$ cat src/rtl/field_scanout.sv
// Raster reader: snapshots the 20x20 occupancy field in vertical blanking and scans it out as VGA-style video.
// Optional build macro SCAN_GRID_EN draws a green grid over empty field cells.
module field_scanout #(
    parameter int H_ACTIVE = 640,
    parameter int H_FP     = 16,
    parameter int H_SYNC   = 96,
    parameter int H_BP     = 48,
    parameter int V_ACTIVE = 480,
    parameter int V_FP     = 10,
    parameter int V_SYNC   = 2,
    parameter int V_BP     = 33,
    parameter int CELL_PX  = 16,
    parameter int X0       = 160,
    parameter int Y0       = 80
) (
    input  logic         clk,
    input  logic         rst_n,
    input  logic         pix_ce,
    input  logic [399:0] field_in,
    output logic         hsync,
    output logic         vsync,
    output logic         de,
    output logic [2:0]   rgb,
    output logic         snap_done
);

    localparam int H_TOTAL = H_ACTIVE + H_FP + H_SYNC + H_BP;
    localparam int V_TOTAL = V_ACTIVE + V_FP + V_SYNC + V_BP;
    localparam int HW      = $clog2(H_TOTAL);
    localparam int VW      = $clog2(V_TOTAL);
    localparam int CW      = ((HW > VW) ? HW : VW) + 3;
    localparam int CELL_SH = $clog2(CELL_PX);

    localparam logic [HW-1:0] H_LAST   = HW'(H_TOTAL - 1);
    localparam logic [HW-1:0] H_ACT_L  = HW'(H_ACTIVE);
    localparam logic [HW-1:0] HS_START = HW'(H_ACTIVE + H_FP);
    localparam logic [HW-1:0] HS_END   = HW'(H_ACTIVE + H_FP + H_SYNC);
    localparam logic [VW-1:0] V_LAST   = VW'(V_TOTAL - 1);
    localparam logic [VW-1:0] V_ACT_L  = VW'(V_ACTIVE);
    localparam logic [VW-1:0] VS_START = VW'(V_ACTIVE + V_FP);
    localparam logic [VW-1:0] VS_END   = VW'(V_ACTIVE + V_FP + V_SYNC);

    localparam logic signed [CW-1:0] X0_S   = CW'(X0);
    localparam logic signed [CW-1:0] Y0_S   = CW'(Y0);
    localparam logic signed [CW-1:0] FLD_HI = CW'(20 * CELL_PX);
    localparam logic signed [CW-1:0] BRD_LO = CW'(-CELL_PX);
    localparam logic signed [CW-1:0] BRD_HI = CW'(21 * CELL_PX);

    logic [HW-1:0]        h_cnt;
    logic [VW-1:0]        v_cnt;
    logic [399:0]         snap;

    logic                 hsync_p0, vsync_p0, de_p0, capture_p0;
    logic [2:0]           rgb_p0;
    logic signed [CW-1:0] dx_p0, dy_p0;
    logic                 in_fx_p0, in_fy_p0, in_bx_p0, in_by_p0;
    logic [4:0]           col_p0, row_p0;
    logic [8:0]           cell_idx_p0;

    // stage p0: decode the current counter position
    assign hsync_p0   = !((h_cnt >= HS_START) && (h_cnt < HS_END));
    assign vsync_p0   = !((v_cnt >= VS_START) && (v_cnt < VS_END));
    assign de_p0      = (h_cnt < H_ACT_L) && (v_cnt < V_ACT_L);
    assign capture_p0 = (h_cnt == '0) && (v_cnt == V_ACT_L);

    // Offsets relative to the field origin; negative values lie left of / above it.
    assign dx_p0 = $signed(CW'(h_cnt)) - X0_S;
    assign dy_p0 = $signed(CW'(v_cnt)) - Y0_S;

    assign in_fx_p0 = !dx_p0[CW-1] && (dx_p0 < FLD_HI);
    assign in_fy_p0 = !dy_p0[CW-1] && (dy_p0 < FLD_HI);
    assign in_bx_p0 = (dx_p0 >= BRD_LO) && (dx_p0 < BRD_HI);
    assign in_by_p0 = (dy_p0 >= BRD_LO) && (dy_p0 < BRD_HI);

    assign col_p0      = dx_p0[CELL_SH +: 5];
    assign row_p0      = dy_p0[CELL_SH +: 5];
    assign cell_idx_p0 = 9'(row_p0) * 9'd20 + 9'(col_p0);

    always_comb begin
        rgb_p0 = 3'b000;
        if (de_p0) begin
            if (in_fx_p0 && in_fy_p0) begin
                if (snap[cell_idx_p0]) begin
                    rgb_p0 = 3'b111;
                end
`ifdef SCAN_GRID_EN
                else if ((dx_p0[CELL_SH-1:0] == '0) || (dy_p0[CELL_SH-1:0] == '0)) begin
                    rgb_p0 = 3'b010;
                end
`endif
            end else if (in_bx_p0 && in_by_p0) begin
                rgb_p0 = 3'b001;
            end
        end
    end

    // stage p1: registered outputs, counters and snapshot
    always_ff @(posedge clk or negedge rst_n) begin
        if (!rst_n) begin
            h_cnt     <= '0;
            v_cnt     <= '0;
            snap      <= '0;
            hsync     <= 1'b1;
            vsync     <= 1'b1;
            de        <= 1'b0;
            rgb       <= 3'b000;
            snap_done <= 1'b0;
        end else begin
            snap_done <= 1'b0;
            if (pix_ce) begin
                hsync <= hsync_p0;
                vsync <= vsync_p0;
                de    <= de_p0;
                rgb   <= rgb_p0;
                if (h_cnt == H_LAST) begin
                    h_cnt <= '0;
                    v_cnt <= (v_cnt == V_LAST) ? '0 : v_cnt + 1'b1;
                end else begin
                    h_cnt <= h_cnt + 1'b1;
                end
                // Capture only in blanking so a frame never mixes two field states.
                if (capture_p0) begin
                    snap      <= field_in;
                    snap_done <= 1'b1;
                end
            end
        end
    end

endmodule

$ cat config.mk
export PLATFORM = sky130hd
export DESIGN_NAME = field_scanout
export DESIGN_NICKNAME = d
export VERILOG_FILES = /design/src/rtl/field_scanout.sv
export SDC_FILE = /design/constraint.sdc
export NUM_CORES = 1
export LEC_CHECK = 0
export BUFFER_PORTS_ARGS = -buffer_cell sky130_fd_sc_hd__buf_4
export CAP_MARGIN = 10
export CORE_UTILIZATION = 58
export DETAILED_ROUTE_END_ITERATION = 8
export PLACE_DENSITY_LB_ADDON = 0.1
export SYNTH_ARGS = -nofsm -noshare
export SYNTH_HDL_FRONTEND = slang
export SYNTH_SLANG_ARGS = --single-unit
export TNS_END_PERCENT = 30
$ cat constraint.sdc
create_clock -name clk -period 6.25 [get_ports clk]
set_input_delay 1.875 -clock clk [delete_from_list [all_inputs] [get_ports clk]]
set_output_delay 1.875 -clock clk [all_outputs]
set_load 0.05 [all_outputs]
; ---- Yosys cells after proc, flatten, opt, wreduce, memory -nomap -nowiden
; Cells that the tools add are included.
[word_totals]
regBits = 427
word_cells = 57
[op_classes]
add_sub_neg = 5
n_mul = 1
order_cmp = 13
eq_ne = 3
muxes = 10
n_reduce_logical = 17
[op_table]
columns = op, n
row1 = $lt A11 B10 Y1 const B, 4
row2 = $ge A11 B5 Y1 const B, 2
row3 = $add A10 B1 Y10 const B, 2
row4 = $eq A10 B10 Y1 const B, 2
row5 = $lt A10 B10 Y1 const B, 2
row6 = $lt A10 B9 Y1 const B, 2
row7 = $mux W10, 2
row8 = $sub A10 B7 Y11 const B, 1
row9 = $sub A10 B8 Y11 const B, 1
row10 = $eq A10 B9 Y1 const B, 1
row11 = $ge A10 B10 Y1 const B, 1
row12 = $ge A10 B9 Y1 const B, 1
row13 = $logic_and A1 B1 Y1, 10
row14 = $logic_not A10 Y1, 1
row15 = $lt A9 B10 Y1 const B, 1
row16 = $add A9 B5 Y9, 1
row17 = $bmux W1 S9, 1
row18 = $mux W3, 3
row19 = $mul A5 B3 Y7 const B, 1
row20 = $logic_not A1 Y1, 4
row21 = $mux W1, 4
row22 = $reduce_and A2 Y1, 2

; ---- Depth between registers and ports, before layout
; Gate-level depths: netlist of run 1.
[logic_depth]
ltp_word = 8
depth_mapped = 18
depth_no_buf = 16

; ---- Worst setup path before layout of run 1
; Ideal clock, no wire load.
[synth_timing]
path_kind = register to register
from = reg h_cnt[5]
to = reg rgb[0]
setup_ps = 124
arrival_ps = 3897
required_ps = 6126
setup_slack_ps = 2229
path_stages_with_launch = 17
n_path_buf = 6
synth_period_minus_slack_ps = 4021
cell_sequence = dfrtp_1 -> buf_6 -> buf_4 -> buf_4 -> clkinv_1 -> ha_1 -> inv_1 -> ha_1 -> fa_1 -> buf_2 -> buf_2 -> clkbuf_1 -> nor3_1 -> o311a_1 -> o41ai_2 -> a31oi_1 -> a211o_1
[synth_between]
elab_chain_cells = 7
word_cells_on_any_way = 18
cone_classes = 2 x add/sub / 4 x order compare / 6 x mux / 6 x reduce/logical
[synth_lines]
columns = item, line
row1 = "start, declared", 49  ; logic [HW-1:0] h_cnt;
row2 = "start signal, assigned", 119  ; h_cnt <= h_cnt + 1'b1;
row3 = $sub A10 B8 Y11, 67  ; assign dx_p0 = $signed(CW'(h_cnt)) - X0_S;
row4 = "$add A9 B5 Y9, or another cell as far along", 77  ; assign cell_idx_p0 = 9'(row_p0) * 9'd20 + 9'(col_p0);
row5 = $bmux W1 S9 / $logic_and A1 B1 Y1 (equally long branches), "83, 72"
row6 = $mux W1 (implied by the code) / $logic_and A1 B1 Y1 (equally long branches), "83, 91"
row7 = $mux W3 / $mux W1 (equally long branches), "83, 91"
row8 = $mux W3, 82  ; if (in_fx_p0 && in_fy_p0) begin
row9 = $mux W3 *, 81  ; if (de_p0) begin
row10 = "end signal, assigned", 114  ; rgb <= rgb_p0;
row11 = "end, declared", 23  ; output logic [2:0] rgb,
; Every way passes the cells marked *; elsewhere a longest branch is shown, timed or not. The select of a mux whose other input is x is not followed.
; A chain may end at the register's enable or synchronous reset.

; ---- Worst setup path after layout of run 1
; Same ends and word-level chain as after synthesis.

==> flow_metrics.tcl, run 1 <==
set metrics [dict create \
    synth_top_area_cell "dfrtp_1" \
    synth_edf_count 0 \
    hp-class "reg -> reg" \
    via_per_inst 5.52 \
    placed_area_sq_mm 0.0235 \
    start_kind "flip-flop" \
    clk_latency_ns 0.58 \
    wl_met2_mm 28.3 \
    setup_tns_ns 0 \
    pwr-share-comb_pct 14.2 \
    place.port_buffers 409 \
    fin_skew_ns 0.0234 \
    swShare_pct 25.5 \
    synth_top_area_share_pct 52.3 \
    synth.most_common_cell "nand2_1" \
    antenna_found_initial 3 \
    cts_buffers 45 \
    power.net_switching_uw 1710 \
    dr.first_iter.drc_count 1306 \
    p_per_area_mw_per_mm2 266 \
    synth_flop_cell "dfrtp_1" \
    nNetsFinal 2955 \
    vdd_drop_max_uv 229 \
    wl_met3_mm 3.97 \
    fin_area_sq_mm 0.0251 \
    die_w_microns 189 \
    cts_setup_buffers 0 \
    synth_area_per_cell_sq_um 9.25 \
    ys_top_cells_by_area "dfrtp_1 52%, nand2_1 23%, mux4_2 11%" \
    critPathMaxFanout 43 \
    design.portCount 410 \
    intPower_uw 4990 \
    yosys-top-cells-count "1,244 x nand2_1, 424 x dfrtp_1, 103 x clkbuf_1, 99 x mux4_2, 33 x nor2_1" \
    die_area_sq_mm 0.0357 \
    cts_tree "built" \
    outcome "finished clean" \
    clock_sinks 426 \
    grt_max_degree 185 \
    cts.path.max_buffers 3 \
    grt_setup_unrepaired "no" \
    slowest_stage "ha_2" \
    pwr-share-clk_pct 42.5 \
    coreArea_sq_mm 0.0345 \
    fin_util_pct 73.0 \
    critPathArrivalTime_ns 5.87 \
    max_freq_ghz 0.184 \
    topRoutingLayerUsed "met4" \
    root_buffer "clkbuf_16" \
    firstDrtPassIters 6 \
    dp_hpwl_mm 40.3 \
    worst_setup_path_end_kind "flip-flop" \
    htree_levels 2 \
    drc 0 \
    ys_seq_area_share_pct 52.6 \
    critPathBufInv 3 \
    postSynthCellCount 2192 \
    grt_overflow 0 \
    critPathTopFamily "adder cells" \
    place_ws_ns 0.840 \
    synthToLayoutAreaGrowth_pct 24.0 \
    cp_cell_sequence "clkinv_1 -> ha_1 -> inv_1 -> ha_2 -> inv_1 -> nor2_1 -> a32oi_1 -> a41o_1 -> o41ai_2 -> a31oi_1 -> a211o_1" \
    postSynthNetCount 2618 \
    timing.final.hold_violations 0 \
    grt_pass1_vias 16800 \
    grt_pass1_wl_mm 90.4 \
    wl_met1_mm 22.8 \
    p_leak_uw 0.0136 \
    report.final.slew_viol_count 0 \
    setup_ws_ns 0.823 \
    fin_crit_sh_pct 86.8 \
    drt.antenna.violating_nets 0 \
    max_slew.worst_pin.slew_ns 1.23 \
    avgRoutedWirePerCell_microns 18.8 \
    relSlewSlack_pct 17.1 \
    ys_ff_latch 426 \
    criticalPathCategory "reg -> reg" \
    path_clk_slew_ns 0.06 \
    gp_congestion 0.885 \
    synth_area_sq_mm 0.0203 \
    async_flop_share_pct 100 \
    cts_resized 0 \
    holdBufCountCts 0 \
    period_needed_ns 5.43 \
    totalWireLength_mm 56.9 \
    chipHeight_microns 189 \
    drive_above_1_share_pct 24.1 \
    ys.warnings.count 0 \
    via_count 16700 \
    track_usage_pct 32.8 \
    worstPathRequired_ns 6.69 \
    power_frac_seq_pct 43.2 \
    final-setup-viol-count 0 \
    num_rows 68 \
    synth.distinct_cells 59 \
    cpMostUsedCell "inv_1" \
    slowest_delay_ns 0.97 \
    start_util_pct 58.8 \
    maxCapViolations 0 \
]
## per-stage QoR
step                total power (uW)  hold WS, ns  std cells
floorplan                       3540        0.430       2192
global placement                3900        0.442       2937
detailed placement              3910        0.450       2937
CTS                             6750        0.463       3020
global route                    6930        0.477       3023
finish                          6700        0.460       3023
## path summary, 6_finish.rpt
path | to | slack [ns] | startpoint | cells past startpoint
worst min register to register | snap[152]$_DFFE_PN0P_ | 0.46 | snap[152]$_DFFE_PN0P_ | 2
worst max-delay path | rgb[0]$_DFFE_PN0P_ | 0.82 | h_cnt[5]$_DFFE_PN0P_ | 11
worst max register to register | rgb[0]$_DFFE_PN0P_ | 0.82 | h_cnt[5]$_DFFE_PN0P_ | 11
worst min-delay path | snap[152]$_DFFE_PN0P_ | 0.46 | snap[152]$_DFFE_PN0P_ | 2
min in group asynchronous | snap[223]$_DFFE_PN0P_ | 1.37 | rst_n | 1
max in group asynchronous | snap[366]$_DFFE_PN0P_ | 3.61 | rst_n | 2
## state kept, by name (all words and copies together), names as in the netlist
register,count
de,1
h_cnt,10
hsync,1
rgb,2
snap,400
snap_done,1
v_cnt,10
vsync,1
## cells in the final DEF (no fill, tap or decap), types with 6 or more instances in the layout
cell	n
clkbuf_16	47
and3_1	9
and2_1	6
nand4_1	8
clkbuf_8	10
clkinv_2	11
a21oi_1	14
o21ai_0	24
nor3_1	14
dfrtp_1	422
bufinv_16	6
buf_12	6
nand2_1	1244
buf_4	418
mux4_2	99
a22oi_1	6
nor4_1	6
xnor2_1	12
clkbuf_1	6
nor2_1	33
inv_1	15
nand3_1	17
mux2i_1	16
ha_1	20
xor2_1	9
## logic make-up after synthesis
kind of cell | Yosys count | share of synthesized area (%)
compound gates | 94 | 3.33
xor+xnor | 23 | 0.994
fa+ha+maj | 23 | 1.49
buf+inv | 151 | 3.38
flops | 426 | 52.6
mux | 118 | 12.2
simple gates | 1357 | 26.0
## layout make-up
cell class | instances | area [sq um]
inverter | 16 | 60.1
clock buffer | 63 | 1340
clock inverter | 20 | 260
antenna | 3 | 7.51
tap | 455 | 569
fill | 2620 | 9320
sequential | 426 | 10700
timing repair buffer | 425 | 3270
multi-input combinational | 1615 | 8960
## layer usage
layer  global-route usage (%)  vias up
met4                     11.3        0
met2                     54.3      590
li1                         -     7762
met5                        0        -
met3                     5.91      102
met1                     43.9     8247
## power groups by stage
stage               combinational (uW)  clock [uW]  sequential [uW]
detailed placement                 961           0             2950
CTS                                964        2890             2900
floorplan                          696           0             2850
global route                      1030        2990             2910
global placement                   952           0             2950
finish                             952        2850             2900
## worst register-to-register path, cell delays in order (launching register included)
cell and delay (ns):
dfrtp_4 0.87, clkinv_1 0.55, ha_1 0.49, inv_1 0.06
ha_2 0.97, inv_1 0.52, nor2_1 0.65, a32oi_1 0.19
a41o_1 0.28, o41ai_2 0.31, a31oi_1 0.15, a211o_1 0.29
Note: power is estimated with default switching activity, not from simulation.
==> run 2: changes to the inputs <==
--- a/config.mk
+++ b/config.mk
@@ -8,6 +8,7 @@
 export BUFFER_PORTS_ARGS = -buffer_cell sky130_fd_sc_hd__buf_4
 export CAP_MARGIN = 10
 export CORE_UTILIZATION = 58
+export CTS_BUF_LIST = sky130_fd_sc_hd__clkbuf_4 sky130_fd_sc_hd__clkbuf_8 sky130_fd_sc_hd__clkbuf_16
 export DETAILED_ROUTE_END_ITERATION = 8
 export PLACE_DENSITY_LB_ADDON = 0.1
 export SYNTH_ARGS = -nofsm -noshare
==> constraint.sdc (replaced) <==
create_clock -name clk -period 6.9 [get_ports clk]
set_input_delay 2.07 -clock clk [delete_from_list [all_inputs] [get_ports clk]]
set_output_delay 2.07 -clock clk [all_outputs]
set_load 0.05 [all_outputs]
==> flow_metrics.tcl, run 2 (synthesis results as in run 1) <==
set metrics [dict create \
    swShare_pct 25.2 \
    synthToLayoutAreaGrowth_pct 23.9 \
    r2r-end "rgb[0]$_DFFE_PN0P_" \
    criticalPathCategory "reg -> reg" \
    hold_depth 2 \
    startpoint "h_cnt[5]$_DFFE_PN0P_" \
    grt_pass1_vias 16900 \
    via_count 16700 \
    grt_max_degree 241 \
    cts_resized 0 \
    cts_setup_buffers 0 \
    power.net_switching_uw 1530 \
    timing.rr.start "h_cnt[5]$_DFFE_PN0P_" \
    power_frac_seq_pct 43.4 \
    grt_setup_unrepaired "no" \
    via_per_inst 5.56 \
    timing.final.hold_violations 0 \
    vdd_drop_max_uv 229 \
    totalWireLength_mm 57.5 \
    holdBufCountCts 0 \
    start_kind "flip-flop" \
    max_slew.worst_pin.slew_ns 1.19 \
    clock_sinks 426 \
    antenna_found_initial 0 \
    hold_start "snap[349]$_DFFE_PN0P_" \
    final-setup-viol-count 0 \
    max_freq_ghz 0.188 \
    clk_latency_ns 0.55 \
    p_per_area_mw_per_mm2 242 \
    rrSetupSlack_ns 1.58 \
    critPathMaxFanout 44 \
    root_buffer "clkbuf_16" \
    cts_tree "built" \
    drt.antenna.violating_nets 0 \
    largest_reg_flops 400 \
    layout_commonest_cell "nand2_1" \
    relSlewSlack_pct 20.1 \
    die_area_sq_mm 0.0357 \
    drc 0 \
    num_rows 68 \
    worstPathRequired_ns 7.33 \
    cts_buffers 46 \
    die_w_microns 189 \
    worst_setup_path_end_kind "flip-flop" \
    intPower_uw 4540 \
    fin_skew_ns 0.0163 \
    p_leak_uw 0.0136 \
    grt_overflow 0 \
    pwr-share-clk_pct 42.4 \
    design.portCount 410 \
    outcome "finished clean" \
    cts.path.max_buffers 3 \
    fin_crit_sh_pct 77.1 \
    firstDrtPassIters 5 \
    gp_congestion 0.940 \
    dr.first_iter.drc_count 1464 \
    nNetsFinal 2951 \
    report.final.slew_viol_count 0 \
    n_antenna_cell 0 \
    avgRoutedWirePerCell_microns 19.1 \
    setup_tns_ns 0 \
    start_util_pct 58.8 \
    critPathArrivalTime_ns 5.75 \
    top_register "snap" \
    fin_area_sq_mm 0.0251 \
    maxCapViolations 0 \
    grt_pass1_wl_mm 89.9 \
    hp-class "reg -> reg" \
    period_needed_ns 5.32 \
    min_to "snap[349]$_DFFE_PN0P_" \
    dp_hpwl_mm 40.6 \
    layout_common_cells "1,244 x nand2_1, 422 x dfrtp_1, 411 x buf_4" \
    track_usage_pct 32.8 \
    htree_levels 2 \
    coreArea_sq_mm 0.0345 \
    drive_above_1_share_pct 24.1 \
    chipHeight_microns 189 \
    reg2reg_depth 12 \
    pwr-share-comb_pct 14.2 \
    path_clk_slew_ns 0.06 \
    placed_area_sq_mm 0.0235 \
    place.port_buffers 409 \
    top_regs "snap x400, h_cnt x10, v_cnt x10" \
]
-- run 2: changes by cell type in the layout (fill, tap and decap cells not counted) --
cell	change
clkinv_2	-6
clkinvlp_4	+1
diode_2	-3
inv_6	-1
buf_12	+1
buf_4	-7
clkbuf_4	+7
clkbuf_2	+1
clkbuf_1	-6
-- run 2: critical path, stage by stage (launching register included) --
cell and delay (ns):
dfrtp_4 0.94, clkinv_1 0.47, ha_1 0.46, inv_1 0.06, ha_2 0.19, fa_2 0.42
xnor2_2 0.95, mux4_2 0.67, nor2_1 0.11, nor4_1 0.07, o41ai_2 0.35, a31oi_1 0.18
a211o_1 0.30
-- run 2: worst max path at each step --
stage / endpoint / slack, ns / cells past startpoint
finish: rgb[0]$_DFFE_PN0P_ / 1.58 / 12
global route: rgb[0]$_DFFE_PN0P_ / 1.24 / 11
CTS: rgb[0]$_DFFE_PN0P_ / 1.56 / 12
detailed placement: rgb[0]$_DFFE_PN0P_ / 1.59 / 12
global placement: rgb[0]$_DFFE_PN0P_ / 1.66 / 12
floorplan: rgb[0]$_DFFE_PN0P_ / 2.88 / 16
-- run 2: metrics by stage --
stage / setup WS [ns] / instances / power (uW) / hold WS, ns / utilization, %
2_1_floorplan: 2.88 / 2192 / 3210 / 0.430 / -
3_3_place_gp: 1.66 / 2931 / 3550 / 0.443 / 68.2
3_5_place_dp: 1.59 / 2931 / 3560 / 0.452 / 68.2
4_1_cts: 1.56 / 3009 / 6120 / 0.465 / 72.8
5_1_grt: 1.24 / 3010 / 6280 / 0.472 / 72.9
6_report: 1.58 / 3010 / 6070 / 0.461 / 72.9
-- run 2: final cells by class --
| type | instances | area [sq um] |
|---|---|---|
| sequential | 426 | 10700 |
| fill | 2581 | 9360 |
| multi-input combinational | 1615 | 8960 |
| timing repair buffer | 420 | 3250 |
| clock buffer | 64 | 1370 |
| tap | 455 | 569 |
| clock inverter | 14 | 229 |
| inverter | 16 | 60.1 |
-- run 2: power groups by stage --
stage,Sequential (uW),Clock [uW],Combinational (uW)
after floorplan,2580,0,631
after global placement,2690,0,862
after detailed placement,2690,0,869
after CTS,2640,2610,871
after global routing,2650,2700,931
final,2640,2580,862
-- run 2: layer usage --
layer	up-vias	wire length (microns)	GRT usage (%)
li1	7769	-	-
met1	8147	22700	43.2
met2	678	28200	54.1
met3	133	4470	6.93
met4	0	2170	12.1
met5	-	0	0
